==> config.mk <==
export PLATFORM = sky130hd
export DESIGN_NAME = instr_fetch_unit_flat
export DESIGN_NICKNAME = d
export VERILOG_FILES = /design/src/rtl/instr_fetch_unit_if.sv /design/src/rtl/instr_fetch_unit.sv /design/src/flat_wrapper.sv
export SDC_FILE = /design/constraint.sdc
export NUM_CORES = 1
export LEC_CHECK = 0
export ABC_AREA = 1
export CORE_AREA = 5 5 164 166
export CTS_CLUSTER_DIAMETER = 40
export DETAILED_ROUTE_END_ITERATION = 8
export DIE_AREA = 0 0 169 171
export GPL_ROUTABILITY_DRIVEN = 0
export GPL_TIMING_DRIVEN = 0
export SLEW_MARGIN = 40
export SYNTH_ARGS = -nofsm -noshare
export SYNTH_HDL_FRONTEND = slang
export SYNTH_SLANG_ARGS = --single-unit
==> constraint.sdc <==
create_clock -name clock -period 12.1 [get_ports clock]
set_clock_uncertainty 0.05 [all_clocks]
set_input_delay 2.42 -clock clock [delete_from_list [all_inputs] [get_ports clock]]
set_output_delay 2.42 -clock clock [all_outputs]
set_load 0.01 [all_outputs]
==> src/rtl/instr_fetch_unit_if.sv <==
// Fetch-unit bus bundle: instruction-memory request/response, decode handshake,
// redirect inputs and status outputs.
interface instr_fetch_unit_if;
  logic        imem_req;
  logic [31:0] imem_addr;
  logic [31:0] imem_rdata;
  logic        imem_valid;
  logic [31:0] Instruction;
  logic        instr_valid;
  logic        instr_ready;
  logic [31:0] pc_out;
  logic        PCSel;
  logic [31:0] alu_result;
  logic [31:0] fetch_count;
  logic        misalign_err;
  logic        fetch_err;

  modport master (
    output imem_req, imem_addr,
    input  imem_rdata, imem_valid,
    output Instruction, instr_valid,
    input  instr_ready,
    output pc_out,
    input  PCSel, alu_result,
    output fetch_count, misalign_err, fetch_err
  );

  modport slave (
    input  imem_req, imem_addr,
    output imem_rdata, imem_valid,
    input  Instruction, instr_valid,
    output instr_ready,
    input  pc_out,
    output PCSel, alu_result,
    input  fetch_count, misalign_err, fetch_err
  );
endinterface

==> src/rtl/instr_fetch_unit.sv <==
// Fetch unit of the single-issue RISC-V core: owns the PC, fetches one word at a
// time from instruction memory, hands it to decode and applies redirects.
module instr_fetch_unit #(
  parameter logic [31:0] RESET_PC = 32'h0000_0000,
  parameter int unsigned TIMEOUT  = 16,
  parameter logic [31:0] NOP      = 32'h0000_0013
) (
  input logic                 clock,
  input logic                 reset,
  instr_fetch_unit_if.master  bus
);

  localparam int unsigned      CNT_W   = $clog2(TIMEOUT + 1);
  localparam logic [CNT_W-1:0] CNT_MAX = CNT_W'(TIMEOUT - 1);

  typedef enum logic [1:0] {IDLE, REQ, HOLD, HALT} state_t;

  state_t           r_state;
  logic [31:0]      r_pc;
  logic [31:0]      r_imem_addr;
  logic [31:0]      r_instr;
  logic [31:0]      r_pc_out;
  logic [31:0]      r_fetch_count;
  logic             r_imem_req;
  logic             r_instr_valid;
  logic             r_misalign_err;
  logic             r_fetch_err;
  logic [CNT_W-1:0] r_cnt;

  logic             w_handshake;
  logic             w_misaligned;
  logic [31:0]      w_next_pc;

  assign w_handshake  = r_instr_valid & bus.instr_ready;
  assign w_misaligned = bus.PCSel & (bus.alu_result[1:0] != 2'b00);
  assign w_next_pc    = bus.PCSel ? bus.alu_result : (r_pc + 32'd4);

  always_ff @(posedge clock or posedge reset) begin
    if (reset) begin
      r_state        <= IDLE;
      r_pc           <= RESET_PC;
      r_imem_req     <= 1'b0;
      r_imem_addr    <= RESET_PC;
      r_instr        <= NOP;
      r_instr_valid  <= 1'b0;
      r_pc_out       <= RESET_PC;
      r_fetch_count  <= '0;
      r_misalign_err <= 1'b0;
      r_fetch_err    <= 1'b0;
      r_cnt          <= '0;
    end else begin
      case (r_state)
        IDLE: begin
          r_imem_req  <= 1'b1;
          r_imem_addr <= r_pc;
          r_cnt       <= '0;
          r_state     <= REQ;
        end
        REQ: begin
          // A response in the final allowed cycle still wins over the timeout.
          if (bus.imem_valid) begin
            r_instr       <= bus.imem_rdata;
            r_pc_out      <= r_pc;
            r_instr_valid <= 1'b1;
            r_imem_req    <= 1'b0;
            r_cnt         <= '0;
            r_state       <= HOLD;
          end else if (r_cnt == CNT_MAX) begin
            r_fetch_err <= 1'b1;
            r_imem_req  <= 1'b0;
            r_cnt       <= r_cnt + 1'b1;
            r_state     <= HALT;
          end else begin
            r_cnt <= r_cnt + 1'b1;
          end
        end
        HOLD: begin
          if (w_handshake) begin
            r_fetch_count <= r_fetch_count + 32'd1;
            r_instr_valid <= 1'b0;
            r_instr       <= NOP;
            if (w_misaligned) begin
              r_misalign_err <= 1'b1;
              r_state        <= HALT;
            end else begin
              r_pc        <= w_next_pc;
              r_imem_addr <= w_next_pc;
              r_imem_req  <= 1'b1;
              r_state     <= REQ;
            end
          end
        end
        HALT: begin
          r_imem_req    <= 1'b0;
          r_instr_valid <= 1'b0;
        end
        default: r_state <= HALT;
      endcase
    end
  end

  assign bus.imem_req     = r_imem_req;
  assign bus.imem_addr    = r_imem_addr;
  assign bus.Instruction  = r_instr;
  assign bus.instr_valid  = r_instr_valid;
  assign bus.pc_out       = r_pc_out;
  assign bus.fetch_count  = r_fetch_count;
  assign bus.misalign_err = r_misalign_err;
  assign bus.fetch_err    = r_fetch_err;

endmodule

==> src/flat_wrapper.sv <==
// flat-port wrapper written by rule: the top's interface ports become plain ports
module instr_fetch_unit_flat 
#(
  parameter logic [31:0] RESET_PC = 32'h0000_0000,
  parameter int unsigned TIMEOUT  = 16,
  parameter logic [31:0] NOP      = 32'h0000_0013
)
  (clock, reset, bus_imem_req, bus_imem_addr, bus_imem_rdata, bus_imem_valid, bus_Instruction, bus_instr_valid, bus_instr_ready, bus_pc_out, bus_PCSel, bus_alu_result, bus_fetch_count, bus_misalign_err, bus_fetch_err);
  instr_fetch_unit_if bus_i ();
  input logic clock;
  input logic reset;
  output wire logic [$bits(bus_i.imem_req)-1:0] bus_imem_req;
  output wire logic [$bits(bus_i.imem_addr)-1:0] bus_imem_addr;
  input wire logic [$bits(bus_i.imem_rdata)-1:0] bus_imem_rdata;
  input wire logic [$bits(bus_i.imem_valid)-1:0] bus_imem_valid;
  output wire logic [$bits(bus_i.Instruction)-1:0] bus_Instruction;
  output wire logic [$bits(bus_i.instr_valid)-1:0] bus_instr_valid;
  input wire logic [$bits(bus_i.instr_ready)-1:0] bus_instr_ready;
  output wire logic [$bits(bus_i.pc_out)-1:0] bus_pc_out;
  input wire logic [$bits(bus_i.PCSel)-1:0] bus_PCSel;
  input wire logic [$bits(bus_i.alu_result)-1:0] bus_alu_result;
  output wire logic [$bits(bus_i.fetch_count)-1:0] bus_fetch_count;
  output wire logic [$bits(bus_i.misalign_err)-1:0] bus_misalign_err;
  output wire logic [$bits(bus_i.fetch_err)-1:0] bus_fetch_err;
  assign bus_imem_req = bus_i.imem_req;
  assign bus_imem_addr = bus_i.imem_addr;
  assign bus_i.imem_rdata = bus_imem_rdata;
  assign bus_i.imem_valid = bus_imem_valid;
  assign bus_Instruction = bus_i.Instruction;
  assign bus_instr_valid = bus_i.instr_valid;
  assign bus_i.instr_ready = bus_instr_ready;
  assign bus_pc_out = bus_i.pc_out;
  assign bus_i.PCSel = bus_PCSel;
  assign bus_i.alu_result = bus_alu_result;
  assign bus_fetch_count = bus_i.fetch_count;
  assign bus_misalign_err = bus_i.misalign_err;
  assign bus_fetch_err = bus_i.fetch_err;
  instr_fetch_unit #(.RESET_PC(RESET_PC), .TIMEOUT(TIMEOUT), .NOP(NOP)) u_core (.clock(clock), .reset(reset), .bus(bus_i));
endmodule
Word level (Yosys, flattened, before mapping)
Cells that the tools add are included.
{"block": "totals", "out_inout_bits": 132, "ff_bits": 171, "inputBits": 69, "elab_cells": 65}
{"block": "classes", "n_mux": 22, "n_reduce_logical": 17, "addsub": 3, "eq_ne": 8, "bitwise_logic": 4}
{"operator": "$mux 32", "count": 5}
{"operator": "$pmux 32 s2", "count": 2}
{"operator": "$add 32x1->32 const B", "count": 1}
{"operator": "$add 32x3->32 const B", "count": 1}
{"operator": "$reduce_and 3->1", "count": 8}
{"operator": "$pmux 5 s2", "count": 1}
{"operator": "$mux 2", "count": 4}
{"operator": "$reduce_bool 2->1", "count": 4}
{"operator": "$mux 1", "count": 6}
{"operator": "$pmux 2 s3", "count": 1}
{"operator": "$reduce_bool 3->1", "count": 2}
{"operator": "$add 5x1->5 const B", "count": 1}
{"operator": "$eq 5x4->1 const B", "count": 1}
{"operator": "$mux 5", "count": 1}
{"operator": "$eq 2x2->1 const B", "count": 2}
{"operator": "$ne 2x2->1 const B", "count": 2}
{"operator": "$pmux 1 s4", "count": 1}
{"operator": "$reduce_and 2->1", "count": 2}
{"operator": "$ne 3x2->1 const B", "count": 1}
{"operator": "$pmux 1 s3", "count": 1}
{"operator": "$and 1x1->1", "count": 2}
{"operator": "$eq 2x1->1 const B", "count": 1}
{"operator": "$logic_not 2->1", "count": 1}
{"operator": "$ne 2x1->1 const B", "count": 1}
{"operator": "$not 1->1", "count": 2}

Longest topological paths before layout
{"block": "depth", "word_depth": 5, "depth_mapped": 11, "mapped_depth_nobuf": 11}

Least setup slack after synthesis
Ideal clock, no wire load.
{"block": "synth_path", "kind": "input port to flip-flop", "from": "in bus_instr_ready", "to": "reg u_core.r_fetch_count[19], in the netlist u_core.bus.fetch_count[19]", "required_ps": 11929, "setup_ps": 121, "n_path_buf": 0, "slack_ps": 8557, "t_arrival_ps": 3372, "cell_stages": 8, "path_cell_list": "nand2_1 -> inv_1 -> nand2_2 -> nor2_1 -> nand4_1 -> nor2_1 -> nand2_1 -> xor2_1"}
{"block": "synth_between", "elab_chain_len": 2}
{"item": "start: declaration", "line": "flat_wrapper.sv:18", "rtl": "input wire logic [$bits(bus_i.instr_ready)-1:0] bus_instr_ready;"}
{"item": "$and 1x1->1", "line": "instr_fetch_unit.sv:34", "rtl": "assign w_handshake = r_instr_valid & bus.instr_ready;"}
{"item": "$reduce_and 2->1 (no source line)"}
{"item": "end signal: assignment", "line": "instr_fetch_unit.sv:79", "rtl": "r_fetch_count <= r_fetch_count + 32'd1;"}
{"item": "end: declaration", "line": "instr_fetch_unit.sv:23", "rtl": "logic [31:0] r_fetch_count;"}
Every way passes these cells.
A chain may end at the register's enable or synchronous reset.

Worst setup path in the final report
{"block": "layout_path", "from": "in bus_PCSel", "to": "reg u_core.r_imem_addr[18], in the netlist u_core.bus.imem_addr[18]"}
{"block": "layout_between", "elab_chain_len": 4, "word_cells_on_any_way": 7, "cone_classes": "eq/ne (1); mux (4); bitwise (1); reduce/logical (1)"}
{"item": "start: declaration", "line": "flat_wrapper.sv:20", "rtl": "input wire logic [$bits(bus_i.PCSel)-1:0] bus_PCSel;"}
{"item": "$mux 32", "line": "instr_fetch_unit.sv:36", "rtl": "assign w_next_pc = bus.PCSel ? bus.alu_result : (r_pc + 32'd4);"}
{"item": "$mux 32", "line": "instr_fetch_unit.sv:82", "rtl": "if (w_misaligned) begin"}
{"item": "$mux 32", "line": "instr_fetch_unit.sv:78", "rtl": "if (w_handshake) begin"}
{"item": "$pmux 32 s2", "line": "instr_fetch_unit.sv:52", "rtl": "case (r_state)"}
{"item": "end signal: assignment", "line": "instr_fetch_unit.sv:55", "rtl": "r_imem_addr <= r_pc;"}
{"item": "end signal: assignment", "line": "instr_fetch_unit.sv:87", "rtl": "r_imem_addr <= w_next_pc;"}
{"item": "end: declaration", "line": "instr_fetch_unit.sv:20", "rtl": "logic [31:0] r_imem_addr;"}
Parallel ways exist; a longest one is shown, timed or not. The select of a mux whose other input is x is not followed.

==> results_dict.tcl <==
set metrics [dict create \
    outcome "finished clean" \
    ys_async_sr_fraction 1.00 \
    clockBufferDepth 2 \
    hpwl_mm 20.0 \
    setup_tns_ns 0 \
    synth_most_common_cell "nand2_1" \
    synth_fp_nets 1124 \
    critical_path_class "in2reg" \
    overflow 0 \
    synth.area.mux_share 0.00133 \
    setup_viol 0 \
    power.density_nw_per_um2 106 \
    antenna_left 0 \
    finalNetCount 1345 \
    dieArea_um2 28900 \
    crit_family "buffers and inverters" \
    crit_buf_inv 3 \
    power_frac_comb 0.055 \
    grt_pass1_wl_mm 42.8 \
    hp-class "reg2reg" \
    power.switching_mw 0.277 \
    viasPerCell 4.87 \
    period_minus_slack_ns 4.05 \
    seq_power_share 0.474 \
    synth_xor_area_frac 0.0269 \
    vias 7863 \
    finalMaxSlewViolations 0 \
    critPathRequiredTime_ns 12.37 \
    cts_tree "yes" \
    synth-seq-cells 171 \
    clk-insertion-delay-late_ns 0.43 \
    synth_compound_area_frac 0.126 \
    clkSinkCount 171 \
    yosysUniqueCellTypes 39 \
    cp.arrival_ns 4.32 \
    worst_pin_slew_ns 0.672 \
    numPortBuffers 200 \
    p_int_mw 0.945 \
    leakagePower_nw 5.24 \
    yosys-top-cells-count "329 x nand2_1, 168 x dfrtp_1, 98 x nor2_1" \
    routedWlPerCell_um 16.4 \
    synthSimpleGateAreaFrac 0.269 \
    antenna_cells 0 \
    grt_max_degree 66 \
    maxCapViolations 0 \
    path_cells "clkdlybuf4s50_1 -> buf_2 -> nand2_1 -> nand2_1 -> nor2_4 -> a21oi_4 -> buf_2 -> a21oi_1 -> nand2_1 -> nand2_1" \
    drc 0 \
    synthesis.area_um2 8460 \
    ys_top_cells_by_area "dfrtp_1 50%, nand2_1 15%, o21ai_0 4.4%" \
    hold_buffers 0 \
    synth_flop_cell "dfrtp_1" \
    clk_pin_slew_worst_paths_ns 0.07 \
    clock_power_share 0.471 \
    yosysWarnings 0 \
    dr.pass1.iters 5 \
    initial_core_util 0.332 \
    wl_mm 26.5 \
    yosys.area.top_type_share 0.497 \
    start_kind "primary input" \
    root_buffer "clkbuf_16" \
    placementRows 59 \
    fmax_mhz 247 \
    slowest_delay_ns 0.47 \
    netlist_instances 1047 \
    synth_edf_count 0 \
    grt_usage 0.185 \
    fin_crit_sh 0.335 \
    switching_share 0.227 \
    cp-end-kind "flop" \
    synth_top_family_by_area "simple AND/OR/NAND/NOR gates" \
    cp_common_cell "nand2_1" \
    drive_above_1_share 0.0601 \
    synth_fa_ha_area_frac 0.0118 \
    avgSynthCellArea_um2 8.08 \
    synth_area_leader_cell "dfrtp_1" \
    syn2layout_area_growth_pct 36.5 \
    layout_setup_ws_ns 8.05 \
    ios 201 \
    core_area_um2 25500 \
    pre_cts_slack_ns 7.61 \
    dieWidth_um 169 \
    grt_pass1_vias 7883 \
    drtIter0Drc 597 \
    ys_seq_area_frac 0.506 \
    finalHoldViolCount 0 \
    cts_buffers 17 \
    relSlewSlack 0.552 \
    postCtsSetupBuffers 0 \
    irDropWorstVdd_v 0.0000651 \
    grt_setup_unrepaired "false" \
    crit_path_top_delay_cell "clkdlybuf4s50_1" \
    grt_antenna_before_repair 0 \
    cp_max_fo 10 \
    ctsResizeCount 0 \
    h-tree-depth 4 \
    dieHeight_um 171 \
]
## layout by cell type (no fill, tap or decap), types with 22 or more instances in the layout
master / netlist / layout
nand2_1: 329 / 329
inv_1: 84 / 83
a31oi_1: 22 / 22
a22o_1: 30 / 30
a21oi_1: 31 / 31
dfrtp_1: 168 / 168
o21ai_0: 75 / 75
nand3_1: 71 / 71
nor2_1: 98 / 98
clkdlybuf4s50_1: 0 / 200
## worst register-to-register path, cell delays in order (launching register included)
cell and delay [ns]:
dfrtp_1 0.37, inv_1 0.09, ha_1 0.24, clkbuf_1 0.30, nor3_1 0.56, buf_2 0.34, inv_1 0.14, o22a_1 0.22
## logic make-up after synthesis
group / Yosys count
buffers and inverters: 126
and+or+nand+nor: 540
muxes: 1
adders and majority gates: 8
xor gates and xnor gates: 26
DFF: 171
AOI/OAI and AO/OA: 175
## flip-flops by register name, summed over array words and instances (netlist names)
register                 cells
u_core.r_state               2
u_core.bus.Instruction      32
u_core.bus.fetch_count      32
u_core.bus.imem_addr        32
u_core.bus.misalign_err      1
u_core.bus.instr_valid       1
u_core.bus.pc_out           32
u_core.r_cnt                 5
u_core.bus.imem_req          1
u_core.r_pc                 32
u_core.bus.fetch_err         1
## power groups by stage
stage / registers, mW / clock network, mW / logic (mW)
2_1_floorplan: 0.592 / 0 / 0.0211
3_3_place_gp: 0.590 / 0 / 0.0655
3_5_place_dp: 0.590 / 0 / 0.0688
4_1_cts: 0.579 / 0.589 / 0.0688
5_1_grt: 0.580 / 0.608 / 0.0739
6_report: 0.579 / 0.576 / 0.0674
## final cells by class
type / instances / area [um^2]
repair buffers: 202 / 2060
multi-input cells: 750 / 3680
inverters: 87 / 334
clock inverters: 12 / 161
plain buffers: 39 / 174
fillers: 2504 / 13900
flip-flops and latches: 171 / 4280
well taps: 335 / 419
clock buffers: 20 / 447
## metrics by stage
step / instances / area (um^2) / power [mW] / util / hold WS [ns]
after floorplan: 1047 / 8460 / 0.613 / - / 0.436
after global placement: 1582 / 10900 / 0.656 / 0.427 / 0.395
after detailed placement: 1584 / 10900 / 0.659 / 0.430 / 0.401
after CTS: 1616 / 11600 / 1.24 / 0.454 / 0.420
after global routing: 1616 / 11600 / 1.26 / 0.454 / 0.438
final: 1616 / 11600 / 1.22 / 0.454 / 0.415
## metal layers
layer / GRT usage / vias to the layer above / part of all wire
met2: 0.293 / 246 / 0.45
met1: 0.261 / 3743 / 0.47
met4: 0.0469 / 0 / 0.010
met3: 0.0386 / 18 / 0.068
met5: 0 / - / 0
li1: - / 3856 / -
## final timing paths
kind,from,to,slack (ns),cells after the start
worst min register to register,u_core.bus.fetch_err,u_core.bus.fetch_err,0.42,1
max in group asynchronous,reset,u_core.bus.imem_addr[17],8.91,3
worst min-delay path,u_core.bus.fetch_err,u_core.bus.fetch_err,0.42,1
worst max-delay path,bus_PCSel,u_core.bus.imem_addr[18],8.05,10
worst max register to register,u_core.r_state[0],u_core.bus.Instruction[1],9.72,7
min in group asynchronous,reset,u_core.bus.fetch_count[27],2.40,2
(Power assumes the default switching activity.)
